===== config.mk =====
export PLATFORM = sky130hd
export DESIGN_NAME = rom_arb
export DESIGN_NICKNAME = d
export VERILOG_FILES = /design/src/rtl/rom_arb_pkg.sv /design/src/rtl/rom_arb_rr.sv /design/src/rtl/rom_arb.sv
export SDC_FILE = /design/constraint.sdc
export NUM_CORES = 1
export LEC_CHECK = 0
export ABC_AREA = 0
export CORE_MARGIN = 2
export CORE_UTILIZATION = 26
export CTS_BUF_LIST = sky130_fd_sc_hd__clkbuf_8
export CTS_CLUSTER_DIAMETER = 40
export DETAILED_ROUTE_END_ITERATION = 10
export GPL_TIMING_DRIVEN = 0
export PLACE_DENSITY = 0.88
export SLEW_MARGIN = 0
export SYNTH_ARGS = -nofsm -noshare
export SYNTH_HDL_FRONTEND = slang
export SYNTH_SLANG_ARGS = --single-unit

===== constraint.sdc =====
create_clock -name clk_i -period 4.5 [get_ports clk_i]
set_clock_uncertainty 0.1 [all_clocks]
set_input_delay 0.9 -clock clk_i [delete_from_list [all_inputs] [get_ports clk_i]]
set_output_delay 0.9 -clock clk_i [all_outputs]
set_load 0.02 [all_outputs]

===== src/rtl/rom_arb_pkg.sv =====
// Shared types and defaults for the ROM read arbiter.
// Tags are sized for the largest supported requester count (8).
package rom_arb_pkg;

  localparam int unsigned MaxOutstandingDefault = 2;
  localparam int unsigned MaxNumReq             = 8;
  localparam int unsigned TagW                  = 3;

  typedef logic [TagW-1:0] tag_t;

  // Index width for a count of n items, never below one bit.
  function automatic int unsigned idx_w(input int unsigned n);
    return (n > 1) ? $clog2(n) : 1;
  endfunction

endpackage


===== src/rtl/rom_arb_rr.sv =====
// Combinational round-robin picker: the first requester at or after rr_ptr_i wins.
module rom_arb_rr #(
  parameter int unsigned NumReq = 2,
  parameter int unsigned IdxW   = 1
) (
  input  logic [NumReq-1:0] req_i,
  input  logic [IdxW-1:0]   rr_ptr_i,
  input  logic              en_i,
  output logic [NumReq-1:0] gnt_o,
  output logic [IdxW-1:0]   idx_o
);

  logic found;

  // Pass one covers [rr_ptr, NumReq), pass two wraps around to [0, rr_ptr).
  always_comb begin
    gnt_o = '0;
    idx_o = '0;
    found = 1'b0;
    for (int k = 0; k < NumReq; k++) begin
      if (en_i && !found && req_i[k] && (IdxW'(k) >= rr_ptr_i)) begin
        found    = 1'b1;
        gnt_o[k] = 1'b1;
        idx_o    = IdxW'(k);
      end
    end
    for (int k = 0; k < NumReq; k++) begin
      if (en_i && !found && req_i[k]) begin
        found    = 1'b1;
        gnt_o[k] = 1'b1;
        idx_o    = IdxW'(k);
      end
    end
  end

endmodule


===== src/rtl/rom_arb.sv =====
// Round-robin arbiter sharing one ROM among NumReq requesters; a tag FIFO routes
// each ROM response back to the requester that issued the read.
module rom_arb
  import rom_arb_pkg::*;
#(
  parameter int unsigned NumReq         = 2,
  parameter int unsigned Width          = 32,
  parameter int unsigned Depth          = 2048,
  parameter int unsigned Aw             = $clog2(Depth),
  parameter int unsigned MaxOutstanding = MaxOutstandingDefault
) (
  input  logic                 clk_i,
  input  logic                 rst_ni,
  input  logic [NumReq-1:0]    req_i,
  input  logic [NumReq*Aw-1:0] addr_i,
  output logic [NumReq-1:0]    gnt_o,
  output logic [NumReq-1:0]    rvalid_o,
  output logic [Width-1:0]     rdata_o,
  output logic                 rom_cs_o,
  output logic [Aw-1:0]        rom_addr_o,
  input  logic [Width-1:0]     rom_rdata_i,
  input  logic                 rom_dvalid_i,
  output logic                 err_o
);

  localparam int unsigned IdxW = idx_w(NumReq);
  localparam int unsigned PtrW = idx_w(MaxOutstanding);
  localparam int unsigned CntW = $clog2(MaxOutstanding + 1);

  logic [IdxW-1:0] rr_ptr_q, rr_ptr_d, win_idx;
  logic [PtrW-1:0] wr_ptr_q, wr_ptr_d, rd_ptr_q, rd_ptr_d;
  logic [CntW-1:0] cnt_q, cnt_d;
  tag_t            tags_q [MaxOutstanding];
  logic            err_q, err_d;
  logic            fifo_full, fifo_empty, push, pop, grant_en;

  assign fifo_full  = (cnt_q == CntW'(MaxOutstanding));
  assign fifo_empty = (cnt_q == '0);
  assign pop        = rom_dvalid_i & ~fifo_empty;
  // A pop in the same cycle frees the slot the new grant needs.
  assign grant_en   = ~fifo_full | pop;
  assign push       = |gnt_o;

  rom_arb_rr #(
    .NumReq (NumReq),
    .IdxW   (IdxW)
  ) u_rr (
    .req_i    (req_i),
    .rr_ptr_i (rr_ptr_q),
    .en_i     (grant_en),
    .gnt_o    (gnt_o),
    .idx_o    (win_idx)
  );

  always_comb begin
    rr_ptr_d = rr_ptr_q;
    wr_ptr_d = wr_ptr_q;
    rd_ptr_d = rd_ptr_q;
    cnt_d    = cnt_q;
    err_d    = err_q | (rom_dvalid_i & fifo_empty);
    if (push) begin
      rr_ptr_d = (win_idx == IdxW'(NumReq - 1)) ? '0 : win_idx + IdxW'(1);
      wr_ptr_d = (wr_ptr_q == PtrW'(MaxOutstanding - 1)) ? '0 : wr_ptr_q + PtrW'(1);
    end
    if (pop) begin
      rd_ptr_d = (rd_ptr_q == PtrW'(MaxOutstanding - 1)) ? '0 : rd_ptr_q + PtrW'(1);
    end
    case ({push, pop})
      2'b10:   cnt_d = cnt_q + CntW'(1);
      2'b01:   cnt_d = cnt_q - CntW'(1);
      default: cnt_d = cnt_q;
    endcase
  end

  always_comb begin
    rom_addr_o = '0;
    for (int k = 0; k < NumReq; k++) begin
      if (gnt_o[k]) rom_addr_o = addr_i[k*Aw +: Aw];
    end
  end

  always_comb begin
    rvalid_o = '0;
    for (int k = 0; k < NumReq; k++) begin
      rvalid_o[k] = pop & (tags_q[rd_ptr_q] == tag_t'(k));
    end
  end

  assign rdata_o  = pop ? rom_rdata_i : '0;
  assign rom_cs_o = push;
  assign err_o    = err_q;

  always_ff @(posedge clk_i or negedge rst_ni) begin
    if (!rst_ni) begin
      rr_ptr_q <= '0;
      wr_ptr_q <= '0;
      rd_ptr_q <= '0;
      cnt_q    <= '0;
      err_q    <= 1'b0;
      for (int i = 0; i < MaxOutstanding; i++) tags_q[i] <= '0;
    end else begin
      rr_ptr_q <= rr_ptr_d;
      wr_ptr_q <= wr_ptr_d;
      rd_ptr_q <= rd_ptr_d;
      cnt_q    <= cnt_d;
      err_q    <= err_d;
      if (push) tags_q[wr_ptr_q] <= tag_t'(win_idx);
    end
  end

endmodule

# Yosys cells after proc, flatten, opt, wreduce, memory -nomap -nowiden
# Cells that the tools add are included.
[totals]
reg_bits = 12
in_bits = 59
wordCells = 69
[classes]
mux = 21
n_bitwise = 10
reduce_logical = 17
addsub = 5
order_cmp = 5
eq_ne = 4
[op_table]
columns = ["cell", "n"]
rows = [
  ["$mux W32", 1],
  ["$mux W11", 2],
  ["$mux W3", 4],
  ["$mux W1", 11],
  ["$logic_and A1 B1 Y1", 10],
  ["$bwmux W6", 1],
  ["$and A1 B1 Y1", 4],
  ["$eq A2 B2 Y1 const B", 2],
  ["$ge A2 B2 Y1 const B", 2],
  ["$not A1 Y2", 2],
  ["$pmux W2 S2", 1],
  ["$add A1 B1 Y1 const B", 3],
  ["$demux W3 S1", 1],
  ["$eq A3 B1 Y1 const B", 1],
  ["$logic_not A1 Y1", 3],
  ["$logic_not A3 Y1", 1],
  ["$add A2 B1 Y2 const B", 1],
  ["$eq A2 B1 Y1 const B", 1],
  ["$ge A1 B1 Y1 const A", 2],
  ["$logic_not A2 Y1", 1],
  ["$lt A2 B1 Y1 const B", 1],
  ["$not A1 Y1", 2],
  ["$or A1 B1 Y1", 2],
  ["$reduce_bool A2 Y1", 1],
  ["2 further kinds", 2],
]

# Depth between registers and ports, before layout
[logic_depth]
ltp_word = 23
depth_mapped = 7
ltp_nobuf = 7

# Modules after synthesis
# Synthesis repeated with hierarchy kept, for this count alone.
[unflattened]
cells_unflattened = 87
hier_area_um2 = 817.0
[by_module_without_submodules]
columns = ["module", "seq_area_each_um2", "cells_per_inst", "n_inst", "area_per_inst_um2"]
rows = [
  ["rom_arb", 200.2, 81, 1, 790.8],
  ["rom_arb_rr", 0.0, 6, 1, 26.3],
]

# Least setup slack after synthesis
# Ideal clock, no wire load.
[synth_timing]
path_kind = "input to output"
startpoint = "in rom_dvalid_i"
endpoint = "out rom_addr_o[0]"
t_arrival_ns = 1.781
n_path_buf = 1
stages = 4
t_required_ns = 3.500
setup_slack_ns = 1.719
cell_sequence = "nor3b_4 -> nor3_2 -> buf_6 -> a22o_1"
[synth_via]
elab_chain_cells = 19
[synth_lines]
columns = ["item", "line_no", "text"]
rows = [
  ["start: declaration", "rom_arb.sv:22", "input logic rom_dvalid_i,"],
  ["$and A1 B1 Y1 (*)", "rom_arb.sv:39", "assign pop = rom_dvalid_i & ~fifo_empty;"],
  ["$or A1 B1 Y1 (*)", "rom_arb.sv:41", "assign grant_en = ~fifo_full | pop;"],
  ["$logic_and A1 B1 Y1 (2 in series)", "rom_arb_rr.sv:21", "if (en_i && !found && req_i[k] && (IdxW'(k) >= rr_ptr_i)) begin"],
  ["$mux W1", "rom_arb_rr.sv:21", ""],
  ["$logic_not A1 Y1", "rom_arb_rr.sv:21", ""],
  ["$logic_and A1 B1 Y1 (3 in series)", "rom_arb_rr.sv:21", ""],
  ["$mux W1", "rom_arb_rr.sv:21", ""],
  ["$logic_not A1 Y1", "rom_arb_rr.sv:28", "if (en_i && !found && req_i[k]) begin"],
  ["$logic_and A1 B1 Y1 (2 in series)", "rom_arb_rr.sv:28", ""],
  ["$mux W1", "rom_arb_rr.sv:28", ""],
  ["$logic_not A1 Y1", "rom_arb_rr.sv:28", ""],
  ["$logic_and A1 B1 Y1 (2 in series)", "rom_arb_rr.sv:28", ""],
  ["$mux W1 (*)", "rom_arb_rr.sv:28", ""],
  ["named net gnt_o[1]", "rom_arb.sv:16", "output logic [NumReq-1:0] gnt_o,"],
  ["$mux W11 (*)", "rom_arb.sv:78", "if (gnt_o[k]) rom_addr_o = addr_i[k*Aw +: Aw];"],
  ["end: declaration", "rom_arb.sv:20", "output logic [Aw-1:0] rom_addr_o,"],
]
# The timed path passes the listed nets; every way through them passes the cells marked *.

# Worst setup path in the final report
[layout_timing]
startpoint = "in rom_dvalid_i"
endpoint = "out rdata_o[30]"
[layout_via]
elab_chain_cells = 2
[layout_lines]
columns = ["item", "line_no", "text"]
rows = [
  ["$and A1 B1 Y1", "rom_arb.sv:39", ""],
  ["$mux W32", "rom_arb.sv:89", "assign rdata_o = pop ? rom_rdata_i : '0;"],
  ["end: declaration", "rom_arb.sv:18", "output logic [Width-1:0] rdata_o,"],
]
# No other way between the ends.

==> results.json <==
{
  "crit_path_frequent_cell": "clkdlybuf4s50_1",
  "routed_wl_um": 3402,
  "cell_by_cell_trace_of_the_critical_path": "clkdlybuf4s50_1, o21ai_1, inv_1, clkbuf_1, and2_1, clkdlybuf4s50_1",
  "fin_worst_hold_slack_ns": 0.3669,
  "yosys_warns": 0,
  "most_frequent_cell_after_synthesis": "and2_1",
  "timing.final.setup_violations": 0,
  "synth_largest_area_cell": "and2_1",
  "area_growth_pct": 154.9,
  "cts_max_level": 1,
  "net-switching-power_mw": 0.3234,
  "ys_seq_elements": 8,
  "hpwl_um": 2974,
  "p_clk_share_pct": 10.8,
  "grt_pass1_vias": 1142,
  "cts_max_path_buffers": 2,
  "worstSkewPairLatency_ns": 0.23,
  "cts_buffers": 3,
  "synth_nets": 148,
  "synthTopCellsByCount": "and2_1, a22o_1, dfrtp_1",
  "synth_top_flop_cell": "dfrtp_1",
  "seq_area_frac_synth_pct": 26.94,
  "synthesis.instances": 88,
  "synthesis.area_sq_um": 743.2,
  "ctsRootBufferMaster": "clkbuf_8",
  "postSynth.asyncResetShare_pct": 100.0,
  "route.detailed.vias_per_inst": 4.707,
  "avgSynthCellArea_sq_um": 8.446,
  "period_needed_ns": 3.881,
  "power.share.sequential_pct": 17.4,
  "setup_tns_ns": 0,
  "initial_core_util_pct": 27.19,
  "critical_path.n_buffers_inverters": 4,
  "worstPathMaxFanout": 10,
  "layout_setup_ws_ns": 0.6190,
  "tritoncts": "done",
  "combinationalPowerShare_pct": 71.8,
  "die_width_um": 57.47,
  "p_leak_nw": 0.7736,
  "final.period_utilization_pct": 86.24,
  "core_area_sq_um": 2734,
  "boundaryPins": 108,
  "grt_max_degree": 11,
  "fp.dieArea_sq_um": 3302,
  "final_core_utilization_pct": 69.29,
  "max_stage_delay_ns": 0.62,
  "cts_hold_repair.buffers": 0,
  "setup.worst_path.end_class": "primary output",
  "worst_ep_arrival_time_ns": 2.88,
  "timing_hold_violations_final": 0,
  "power.share.switching_pct": 41.19,
  "final_max_slew_viol_count": 0,
  "detailed_place.area_sq_um": 1853,
  "initialDrtViolationCount": 21,
  "clock_sinks": 8,
  "tightestPinTransition_ns": 0.3941,
  "place.detailed.instances": 226,
  "report.power.total_mw": 0.7851,
  "outcome": "finished clean",
  "intPower_mw": 0.4617,
  "fin_nets": 260,
  "synth_top_area_share_pct": 26.94,
  "max-cap-violations": 0,
  "die-height_um": 57.47,
  "crit_required_ns": 3.50,
  "timing_worst_setup_path_type": "input port to primary output",
  "drc_violation_count_after_routing": 0,
  "num_antenna_cells": 0,
  "number_of_enable_flip_flop_cells_after_synthesis": 0,
  "grt.overflow.total": 0,
  "power-per-cell-area_nw_per_um2": 414.4,
  "dr.pass1.iters": 4,
  "synth_cell_type_count": 24,
  "ant_nets": 0,
  "critical_path.slowest_cell": "clkdlybuf4s50_1",
  "cts_repair_resize_count": 0,
  "grt.total_usage_pct": 20.22,
  "slew_headroom_pct": 73.70,
  "preCtsSetupSlack_ns": 0.5985,
  "post-route-cell-area_sq_um": 1894,
  "finish.cell_count_without_fillers": 229,
  "worstHoldPathType": "flip-flop to flip-flop",
  "start_kind": "input port",
  "grt_first_pass_wirelength_um": 5030,
  "netlist_top_cells_area": "and2_1, dfrtp_1, a22o_1, xnor2_1, nor2_1",
  "route.vias.total": 1078,
  "io_buffer_count": 107,
  "clk_pin_slew_worst_paths_ns": 0.04,
  "antenna_found_initial": 0,
  "achievable-frequency_mhz": 257.7,
  "setup_repair_after_global_routing_missed_its_margin": "false",
  "layout-drive-gt1-share_pct": 4.545,
  "cts.repair_timing.setup_buffer_count": 0,
  "place_congestion": 0.7709,
  "ir_worst_vdd_uv": 329.2,
  "core.rowCount": 19,
  "wl_per_cell_um": 14.86,
  "critPathTopFamily": "buffers and inverters"
}
-- placed cells by master, fill, tap and decap left out, types with 2 or more instances in the layout --
cell and n:
a22o_1 12, and2_1 32, buf_2 2, clkbuf_1 2, clkbuf_8 3, clkdlybuf4s50_1 107, dfrtp_1 8, inv_1 5
nand2_1 2, nor2_1 6, nor2b_1 2, xnor2_1 3
-- flip-flops by register name, summed over array words and instances, names as in the netlist --
name      count
rr_ptr_q      1
tags_q        2
cnt_q         2
err_o         1
rd_ptr_q      1
wr_ptr_q      1
-- metal layers --
metal / up-vias / part of all wire [%] / GRT usage, % / wire length [um]
li1: 517 / - / - / -
met1: 477 / 30 / 16.25 / 1023
met2: 82 / 56 / 42.21 / 1889
met3: 2 / 14 / 9.977 / 476
met4: 0 / 0.35 / 3.987 / 12
met5: - / 0 / 0 / 0
-- final cells by class --
class | instances | area, sq um
well taps | 31 | 38.79
fillers | 208 | 839.6
repair buffers | 107 | 1071
plain buffers | 5 | 28.78
inverters | 5 | 18.77
clock buffers | 3 | 41.29
flip-flops and latches | 8 | 200.2
multi-input cells | 70 | 495.5
-- kinds of logic after synthesis --
| family | after synthesis | share of synthesized area, % |
|---|---|---|
| buf+inv | 10 | 6.398 |
| xor+xnor | 4 | 4.715 |
| simple gates | 46 | 39.06 |
| fa+ha+maj | 1 | 1.683 |
| compound gates | 18 | 19.87 |
| mux | 1 | 1.347 |
| flops | 8 | 26.94 |
-- final timing paths --
| check | from | to | slack, ns | cells after the start |
|---|---|---|---|---|
| max | rom_dvalid_i | rdata_o[30] | 0.62 | 6 |
| min in group asynchronous | rst_ni | rr_ptr_q$_DFFE_PN0P_ | 0.85 | 1 |
| min | err_o$_DFF_PN0_ | err_o$_DFF_PN0_ | 0.37 | 1 |
| max reg2reg | cnt_q[0]$_DFFE_PN0P_ | cnt_q[1]$_DFFE_PN0P_ | 2.52 | 7 |
| min reg2reg | err_o$_DFF_PN0_ | err_o$_DFF_PN0_ | 0.37 | 1 |
| max in group asynchronous | rst_ni | err_o$_DFF_PN0_ | 3.18 | 1 |
-- power groups by stage --
stage | Sequential [mW] | Combinational, mW | Clock [mW]
2_1_floorplan | 0.132 | 0.306 | 0
3_3_place_gp | 0.135 | 0.554 | 0
3_5_place_dp | 0.138 | 0.564 | 0
4_1_cts | 0.137 | 0.568 | 0.0872
5_1_grt | 0.141 | 0.602 | 0.0899
6_report | 0.137 | 0.563 | 0.0850
No activity file was read; power rests on OpenSTA's default activity.
